===== config.mk =====
export PLATFORM = sky130hd
export DESIGN_NAME = game_state_ctl
export DESIGN_NICKNAME = d
export VERILOG_FILES = /design/src/rtl/game_state_ctl.sv
export SDC_FILE = /design/constraint.sdc
export NUM_CORES = 1
export LEC_CHECK = 0
export ABC_AREA = 1
export ABC_CLOCK_PERIOD_IN_PS = 1300
export CORE_AREA = 10 10 69 100
export CTS_BUF_LIST = sky130_fd_sc_hd__clkbuf_16
export DETAILED_ROUTE_END_ITERATION = 8
export DIE_AREA = 0 0 79 110
export DONT_BUFFER_PORTS = 1
export SKIP_LAST_GASP = 1
export SLEW_MARGIN = 20
export SYNTH_ARGS = -nofsm -noshare
export SYNTH_HDL_FRONTEND = slang
export SYNTH_SLANG_ARGS = --single-unit

===== constraint.sdc =====
create_clock -name clk -period 1.3 [get_ports clk]
set_input_delay 0.065 -clock clk [delete_from_list [all_inputs] [get_ports clk]]
set_output_delay 0.065 -clock clk [all_outputs]
set_load 0.03 [all_outputs]

===== src/rtl/game_state_ctl.sv =====
// Penalty game controller: click-edge detect, START/AIM/RESULT flow, shot judging, score and screen select.
// Latency: a click or vsync tick seen in cycle N is reflected on the registered outputs in cycle N+1.
// Backpressure: none; events arriving in a state that does not use them are dropped (clicks in RESULT).
// Optional feature macro: KEEPER_RANDOM_EN (LFSR-driven keeper dive; centre dive when undefined).
module game_state_ctl #(
    parameter int GOAL_X_MIN    = 212,
    parameter int GOAL_X_MAX    = 812,
    parameter int GOAL_Y_MIN    = 150,
    parameter int GOAL_Y_MAX    = 450,
    parameter int SHOTS         = 5,
    parameter int RESULT_FRAMES = 120
) (
    input  logic        clk,
    input  logic        rst,
    input  logic        left,
    input  logic [11:0] xpos,
    input  logic [11:0] ypos,
    input  logic        vsync,
    output logic [1:0]  screen_sel,
    output logic        shot_valid,
    output logic [11:0] shot_x,
    output logic [11:0] shot_y,
    output logic        goal,
    output logic [1:0]  keeper_sector,
    output logic [3:0]  score,
    output logic [3:0]  shots_taken
);

    // Goal box split into three equal-width sectors: left, centre, right.
    localparam int          THIRD  = (GOAL_X_MAX - GOAL_X_MIN) / 3;
    localparam logic [11:0] X_MIN  = 12'(GOAL_X_MIN);
    localparam logic [11:0] X_MAX  = 12'(GOAL_X_MAX);
    localparam logic [11:0] Y_MIN  = 12'(GOAL_Y_MIN);
    localparam logic [11:0] Y_MAX  = 12'(GOAL_Y_MAX);
    localparam logic [11:0] X_S1   = 12'(GOAL_X_MIN + THIRD);
    localparam logic [11:0] X_S2   = 12'(GOAL_X_MIN + 2 * THIRD);
    localparam logic [3:0]  SHOTS4 = 4'(SHOTS);

    // Frame counter only needs to reach RESULT_FRAMES-1; the last tick triggers the exit.
    localparam int            FW     = (RESULT_FRAMES > 1) ? $clog2(RESULT_FRAMES) : 1;
    localparam logic [FW-1:0] F_LAST = FW'(RESULT_FRAMES - 1);

    typedef enum logic [1:0] {
        S_START  = 2'd0,
        S_AIM    = 2'd1,
        S_RESULT = 2'd2
    } state_t;

    state_t        r_state, w_state_nx;
    logic          r_left_q, r_vsync_q;
    logic [FW-1:0] r_frames, w_frames_nx;
    logic [1:0]    r_sel, w_sel_nx;
    logic          r_valid, w_valid_nx;
    logic [11:0]   r_shot_x, w_shot_x_nx;
    logic [11:0]   r_shot_y, w_shot_y_nx;
    logic          r_goal, w_goal_nx;
    logic [1:0]    r_keeper, w_keeper_nx;
    logic [3:0]    r_score, w_score_nx;
    logic [3:0]    r_shots, w_shots_nx;

    logic          w_click, w_tick;
    logic          w_in_box;
    logic [1:0]    w_sector;
    logic [1:0]    w_dive;
    logic          w_goal;

    assign w_click = left & ~r_left_q;
    assign w_tick  = vsync & ~r_vsync_q;

`ifdef KEEPER_RANDOM_EN
    logic [7:0] r_lfsr;
    logic       w_fb;

    // x^8+x^6+x^5+x^4+1 is maximal length, so a non-zero seed never reaches zero.
    assign w_fb = r_lfsr[7] ^ r_lfsr[5] ^ r_lfsr[4] ^ r_lfsr[3];

    // Free-running keeper randomiser, advances every clock.
    always_ff @(posedge clk or posedge rst) begin
        if (rst) r_lfsr <= 8'hA5;
        else     r_lfsr <= {r_lfsr[6:0], w_fb};
    end

    // Two random bits give four codes; the spare code also dives centre.
    assign w_dive = (r_lfsr[1:0] == 2'd3) ? 2'd1 : r_lfsr[1:0];
`else
    assign w_dive = 2'd1;
`endif

    // Shot judging on the live cursor position of the click cycle.
    assign w_in_box = (xpos >= X_MIN) && (xpos < X_MAX) && (ypos >= Y_MIN) && (ypos < Y_MAX);
    assign w_sector = (xpos < X_S1) ? 2'd0 : ((xpos < X_S2) ? 2'd1 : 2'd2);
    assign w_goal   = w_in_box && (w_sector != w_dive);

    // Edge-detect history registers.
    always_ff @(posedge clk or posedge rst) begin
        if (rst) begin
            r_left_q  <= 1'b0;
            r_vsync_q <= 1'b0;
        end else begin
            r_left_q  <= left;
            r_vsync_q <= vsync;
        end
    end

    // Next-state and next-output logic; every output is registered from these.
    always_comb begin
        w_state_nx  = r_state;
        w_frames_nx = r_frames;
        w_sel_nx    = r_sel;
        w_valid_nx  = 1'b0;
        w_shot_x_nx = r_shot_x;
        w_shot_y_nx = r_shot_y;
        w_goal_nx   = r_goal;
        w_keeper_nx = r_keeper;
        w_score_nx  = r_score;
        w_shots_nx  = r_shots;
        case (r_state)
            S_START: begin
                if (w_click) begin
                    w_state_nx = S_AIM;
                    w_sel_nx   = 2'd1;
                    w_score_nx = 4'd0;
                    w_shots_nx = 4'd0;
                end
            end
            S_AIM: begin
                if (w_click) begin
                    w_state_nx  = S_RESULT;
                    w_sel_nx    = w_goal ? 2'd2 : 2'd3;
                    w_valid_nx  = 1'b1;
                    w_shot_x_nx = xpos;
                    w_shot_y_nx = ypos;
                    w_goal_nx   = w_goal;
                    w_keeper_nx = w_dive;
                    w_shots_nx  = r_shots + 4'd1;
                    w_score_nx  = r_score + {3'd0, w_goal};
                    w_frames_nx = '0;
                end
            end
            S_RESULT: begin
                if (w_tick) begin
                    if (r_frames == F_LAST) begin
                        w_frames_nx = '0;
                        if (r_shots < SHOTS4) begin
                            w_state_nx = S_AIM;
                            w_sel_nx   = 2'd1;
                        end else begin
                            w_state_nx = S_START;
                            w_sel_nx   = 2'd0;
                        end
                    end else begin
                        w_frames_nx = r_frames + 1'b1;
                    end
                end
            end
            default: begin
                w_state_nx = S_START;
                w_sel_nx   = 2'd0;
            end
        endcase
    end

    // State and output registers.
    always_ff @(posedge clk or posedge rst) begin
        if (rst) begin
            r_state  <= S_START;
            r_frames <= '0;
            r_sel    <= 2'd0;
            r_valid  <= 1'b0;
            r_shot_x <= 12'd0;
            r_shot_y <= 12'd0;
            r_goal   <= 1'b0;
            r_keeper <= 2'd1;
            r_score  <= 4'd0;
            r_shots  <= 4'd0;
        end else begin
            r_state  <= w_state_nx;
            r_frames <= w_frames_nx;
            r_sel    <= w_sel_nx;
            r_valid  <= w_valid_nx;
            r_shot_x <= w_shot_x_nx;
            r_shot_y <= w_shot_y_nx;
            r_goal   <= w_goal_nx;
            r_keeper <= w_keeper_nx;
            r_score  <= w_score_nx;
            r_shots  <= w_shots_nx;
        end
    end

    assign screen_sel    = r_sel;
    assign shot_valid    = r_valid;
    assign shot_x        = r_shot_x;
    assign shot_y        = r_shot_y;
    assign goal          = r_goal;
    assign keeper_sector = r_keeper;
    assign score         = r_score;
    assign shots_taken   = r_shots;

endmodule


==> results of run 1 <==
==> report_power, final <==
| group | internal, W | switching (W) | leakage (nW) |
|---|---|---|---|
| sequential | 0.00160 | 0.000211 | 0.609 |
| combinational | 0.000350 | 0.000425 | 0.927 |
| clock | 0.000695 | 0.000518 | 0.0724 |
| total | 0.00264 | 0.00115 | 1.61 |
==> area by class of cell <==
cell class                      count  area, sq um
Sequential cell                    46         1151
Clock inverter                      3        12.51
Fill cell                         488         2047
Clock buffer                        5        125.1
Inverter                           38        142.6
Tap cell                           68        85.08
Timing Repair Buffer               60        581.8
Multi-Input combinational cell    186        979.7
==> worst paths after layout <==
kind	startpoint	to	slack (ns)	cells after the start
hold / removal	xpos[10]	shot_x[10]$_DFFE_PP0P_	0.04	3
max in group asynchronous	rst	shot_x[0]$_DFFE_PP0P_	0.81	3
setup / recovery	r_frames[0]$_DFFE_PP0P_	screen_sel[0]$_DFFE_PP0P_	-0.03	10
min in group asynchronous	rst	r_frames[3]$_DFFE_PP0P_	0.27	3
hold reg to reg	r_frames[5]$_DFFE_PP0P_	r_frames[5]$_DFFE_PP0P_	0.50	2
setup reg to reg	r_frames[0]$_DFFE_PP0P_	screen_sel[0]$_DFFE_PP0P_	-0.03	10
==> what timing repair did <==
| action | CTS | global route |
|---|---|---|
| buffers inserted | 4 | 3 |
| pin swaps | 5 | 9 |
| endpoints found under the setup margin | 33 | 40 |
| endpoints found under the hold margin | 68 | 0 |
| cloned | 0 | 1 |
| hold buffers | 23 | 0 |
| resized for setup | 14 | 17 |
==> state kept, by name, indices dropped and copies added, names as in the netlist <==
register and flops:
shot_y 12, screen_sel 1, goal 1, r_left_q 1, shot_valid 1, r_vsync_q 1, score 4, r_state 2
shot_x 12, r_frames 7, shots_taken 4
==> cell families (layout without fill, tap and decap cells) <==
group	Yosys count	in the layout	share of synthesized area, %
flip-flops	46	46	51.37
XOR/XNOR	3	3	1.173
AND/OR/NAND/NOR	144	144	27.64
AO/OA/AOI/OAI	32	32	8.208
adder cells (fa/ha/maj)	5	5	2.792
other	2	2	0.3351
buffers and inverters	46	106	8.486
==> per-layer routing <==
layer  vias to the layer above  wire length, um  part of all wire, %  track usage, %
li1                        977                -                    -               -
met1                       891             2175                   37           15.02
met2                        47             3057                   52           23.04
met3                         7              506                  8.7           5.429
met4                         0               87                  1.5           5.013
met5                         -                0                    0               0
==> worst reg2reg max path, stage by stage (launching register included) <==
cell and delay [ns]:
dfrtp_1 0.36, ha_2 0.19, nand2_2 0.07, nor2_1 0.09, nand3_1 0.10, nand2_2 0.12, inv_2 0.06, nor2_4 0.09
inv_2 0.05, nand2_2 0.05, nand2_1 0.05
==> layout by cell type (no fill, tap or decap), types with 7 or more instances in the layout <==
master	n
buf_4	28
dfrtp_1	46
dlygate4sd3_1	23
inv_1	30
inv_2	9
nand2_1	85
nand3_1	15
nor2_1	21
nor2_2	7
o21ai_0	18
==> stage by stage <==
step / hold slack (ns) / setup TNS (ns)
after CTS: 0.04178 / -0.2758
final: 0.03981 / -0.1364
after detailed placement: 0.01170 / -2.747
after global placement: 0.008344 / -2.603
after global routing: 0.09064 / -3.042
after floorplan: 0.09643 / 0
==> metrics.txt, run 1 <==
outcome=complete, but fails checks; failing checks=negative setup slack; IO buf count=0; critical path's slowest cell=dfrtp_1; I/O pin cnt=66; CP Cell Sequence=ha_2 -> nand2_2 -> nor2_1 -> nand3_1 -> nand2_2 -> inv_2 -> nor2_4 -> inv_2 -> nand2_2 -> nand2_1; post-detailed-route via-to-cell ratio=about 4.7; Rows=32; critical path startpoint category=flip-flop; EDFF count, synth=0; most frequent CP cell=nand2_2; maximum VDD drop=between 600 and 700 uV; drt first pass iters=4; total CTS buffers=5; DP Cell Count=367; Die Ht=between 100 and 150 um; Routed WL=~6000 um; Yosys reg bits=46; top cells by area, synth=dfrtp_1, nand2_1, inv_1, nor2_1, o21ai_0; share of the synthesized area in the top cell type=between 50% and 60%; RSZ-0062 raised after global routing=true; number of remaining DRC errors=0; clk buf depth=2; leakage=between 1.5 and 2 nW; core area=slightly above 0.005 sq mm; Fin. Hold Viols=0; worst hold path class=input port to flip-flop; width of the die=79 um; CP max stage delay=about 0.36 ns; worst-skew pair later-pin latency=between 0.2 and 0.3 ns; Worst EP arrival=between 1.5 and 2 ns; Avg Cell Area, Syn=~8.1 sq um; sequential fraction of the synthesis area=between 50% and 60%; dpl cell area=~0.0025 sq mm; clk_skew=0.001434 ns; gr usage total=between 10% and 20%; clock root buffer=clkbuf_16; CTS tree=built; RD Place Congestion=about 0.76; Final setup viols=10; Top delay family on crit path=simple AND/OR/NAND/NOR gates; WL per Instance=14.35 um; total number of vias=about 1.9k; largest net degree at the start of global routing=47; Starting Density=43.73%; area leader, netlist=dfrtp_1; global route total overflow=0; WP data required=1.48 ns; Max Freq=around 750 MHz; Final Util=60.06%; share of post-route cells with drive strength above 1=a little under a quarter; first-pass GRT wire length=between 9000 and 10000 um; crit path time final=1.335 ns; Post-Synthesis Cells=278; clk slew on worst S/H paths=0.06 ns; Post-synth ARST share=100.0%; CP Class=flip-flop to flip-flop; area grow syn2layout=37.35%; number of diodes=0; DPL Wire Length=4134 um; starting DRC count in detailed routing=74; setup slack after layout=-0.03460 ns; Most used DFF post-synth=dfrtp_1; crit path max fanout=3; Finished Layout Cells=406; antenna violations before repair=0; dpl ws=-0.1604 ns; Die ar.=0.008690 sq mm; nature of the critical path endpoint=flip-flop; vias in the first global route=~1.9k; Mapped Nets=approximately 310; pwr dens=about 1200 mW/mm^2; Mapped Area=around 0.0022 sq mm; most common cell in the synthesized netlist=nand2_1; max capacitance violation total=0; commonest cells in the netlist=nand2_1, dfrtp_1, inv_1, nor2_1, o21ai_0; Power Total=~0.0038 W; synth unique cells=25; final clock period utilization by the worst path=102.7%; H-tree depth=2; max-slew violation count=0; # clock sinks=46; number of routed nets with antenna violations=0; YS warnings=0; Bufs and invs on worst path=2; final net count=370; fin area=just over 0.003 sq mm
No activity file was read; power rests on OpenSTA's default activity.
==> inputs of run 2 (changes only) <==
BUFFER_PORTS_ARGS = -buffer_cell sky130_fd_sc_hd__clkbuf_2   (was unset)
DONT_BUFFER_PORTS = unset   (was 1)
PLACE_DENSITY = 0.72   (was unset)
==> run 2 against run 1 <==
- the run still ends with negative setup slack left
- flip-flop and latch count is the same
- non-clock buffer count grew 40
- first-iteration DRC count grew 5.4%
- die area is the same
- final cell count grew 9.6%
- clock skew grew 0.0048 ns
- wire length is the same
- clock power grew 16%
- sequential share of layout area shrank 1.3 points
- largest power group unchanged
==> metrics.txt, run 2 (synthesis gave the netlist of run 1 again) <==
max capacitance violation total=0; Bufs and invs on worst path=4; first-pass GRT wire length=between 9000 and 10000 um; Worst setup endpoint=r_frames[6]$_DFFE_PP0P_; leakage=1.772 nW; RSZ-0062 raised after global routing=true; final clock period utilization by the worst path=103.1%; RD Place Congestion=slightly below 0.8; failing checks=negative setup slack; R2R Setup Slk=-0.04 ns; antenna violations before repair=0; Final Util=~62%; nature of the critical path endpoint=flip-flop; drt first pass iters=4; DP Cell Count=between 400 and 500; Die Ht=roughly 110 um; gr usage total=a little over an eighth; most frequent CP cell=inv_2; vias in the first global route=2120; commonest non-fill, non-tap cell in the layout=nand2_1; setup slack after layout=-0.04095 ns; H-tree depth=2; clock root buffer=clkbuf_16; post-detailed-route via-to-cell ratio=4.627; core area=0.005125 sq mm; CP Cell Sequence=inv_2 -> nand2_1 -> inv_2 -> a21oi_4 -> inv_2 -> nand2_2 -> inv_2 -> nor3b_2; total number of vias=roughly 2.1k; number of diodes=0; final net count=a little over 400; number of remaining DRC errors=0; number of routed nets with antenna violations=0; Rows=32; instance count on the critical path=8; CP max stage delay=about 0.36 ns; Final setup viols=13; Fin. Hold Viols=0; WL per Instance=13.09 um; worst hold path class=input port to flip-flop; max-slew violation count=0; DPL Wire Length=4274 um; clk buf depth=2; crit path launch=r_state[0]$_DFFE_PP0P_; CTS tree=built; I/O pin cnt=66; Worst EP arrival=around 1.6 ns; # clock sinks=46; crit path time final=between 1 and 1.5 ns; Starting Density=a little over two fifths; WP data required=~1.5 ns; Finished Layout Cells=445; IO buf count=63; Top delay family on crit path=flip-flops; CP Class=flip-flop to flip-flop; area grow syn2layout=42.32%; clk slew on worst S/H paths=0.06 ns; critical path startpoint category=flip-flop; crit path max fanout=5; Max Freq=between 700 and 800 MHz; commonest cells after routing, fill and taps aside=nand2_1, clkbuf_2, dfrtp_1, inv_1, buf_4; clk_skew=roughly 0.0062 ns; R2R Path End=r_frames[6]$_DFFE_PP0P_; outcome=complete, but fails checks; pwr dens=about 1300 mW/mm^2; worst r2r src=r_state[0]$_DFFE_PP0P_; critical path's slowest cell=dfrtp_1; largest net degree at the start of global routing=between 40 and 50; share of post-route cells with drive strength above 1=35.81%; maximum VDD drop=1200 uV; worst-skew pair later-pin latency=0.28 ns; global route total overflow=0; width of the die=between 70 and 80 um; FF-to-FF path depth=8; Die ar.=0.008690 sq mm; Routed WL=just under 6000 um; starting DRC count in detailed routing=78; total CTS buffers=5
-- run 2: changes by cell type in the layout (fill, tap and decap cells not counted), moves of 2 or more --
| cell | previous run | this run |
|---|---|---|
| clkbuf_2 | 0 | 63 |
| nor2_2 | 7 | 5 |
| dlygate4sd3_1 | 23 | 6 |
| buf_6 | 5 | 1 |
| buf_4 | 28 | 26 |
-- run 2: worst register-to-register path, cell delays in order, from the launching register on --
cell	delay, ns
dfrtp_1	0.36
inv_2	0.07
nand2_1	0.07
inv_2	0.06
a21oi_4	0.28
inv_2	0.10
nand2_2	0.08
inv_2	0.06
nor3b_2	0.18
-- run 2: power breakdown --
group	leakage (nW)	switching (W)	internal, W	total, W
Combinational	1.09	0.000556	0.000333	0.000889
Sequential	0.609	0.000118	0.00160	0.00172
Clock	0.0773	0.000512	0.000889	0.00140
Total	1.77	0.00119	0.00282	0.00401
-- run 2: how the worst min path moves through the flow --
| stage | cells past startpoint | end | slack (ns) | startpoint |
|---|---|---|---|---|
| CTS | 3 | shot_y[11]$_DFFE_PP0P_ | 0.03 | ypos[11] |
| global route | 3 | shot_y[10]$_DFFE_PP0P_ | 0.05 | ypos[10] |
| floorplan | 0 | r_left_q$_DFF_PP0_ | 0.1 | left |
| global placement | 3 | r_vsync_q$_DFF_PP0_ | 0.10 | rst |
| finish | 3 | shot_y[10]$_DFFE_PP0P_ | 0.03 | ypos[10] |
| detailed placement | 3 | r_left_q$_DFF_PP0_ | 0.10 | rst |
-- run 2: layout make-up --
class / instances / area [sq um]
Fill cell: 479 / 1936
Sequential cell: 46 / 1151
Multi-Input combinational cell: 186 / 989.7
Timing Repair Buffer: 100 / 661.9
Inverter: 38 / 142.6
Clock buffer: 5 / 125.1
Tap cell: 68 / 85.08
Clock inverter: 2 / 33.78
-- run 2: per-stage QoR --
step                area (sq um)  total power [W]  setup TNS, ns  hold WS (ns)  worst slack [ns]
floorplan                   2256         0.002254              0       0.09643          0.002593
global placement            2846         0.002526         -1.025        0.1036           -0.1653
detailed placement          2846         0.002558         -1.936        0.1043           -0.2071
CTS                         3083         0.004011         -1.117       0.02777          -0.07649
global route                3189         0.004219         -2.409       0.04906           -0.1294
finish                      3189         0.004008        -0.1334       0.03235          -0.04095
-- run 2: layer usage --
layer,up-vias,GRT usage (%),wire [um]
met3,6,5.348,429
li1,1053,-,-
met5,-,0,0
met1,948,13.77,2151
met2,52,24.91,3163
met4,0,4.627,82
-- run 2: what timing repair did --
item                                   CTS  global route
pin swaps                                2             8
endpoints found under the hold margin   51             0
setup buffers                            2             4
setup endpoints to repair               35            41
hold buffers                             6             0
gates resized for setup                  1            26
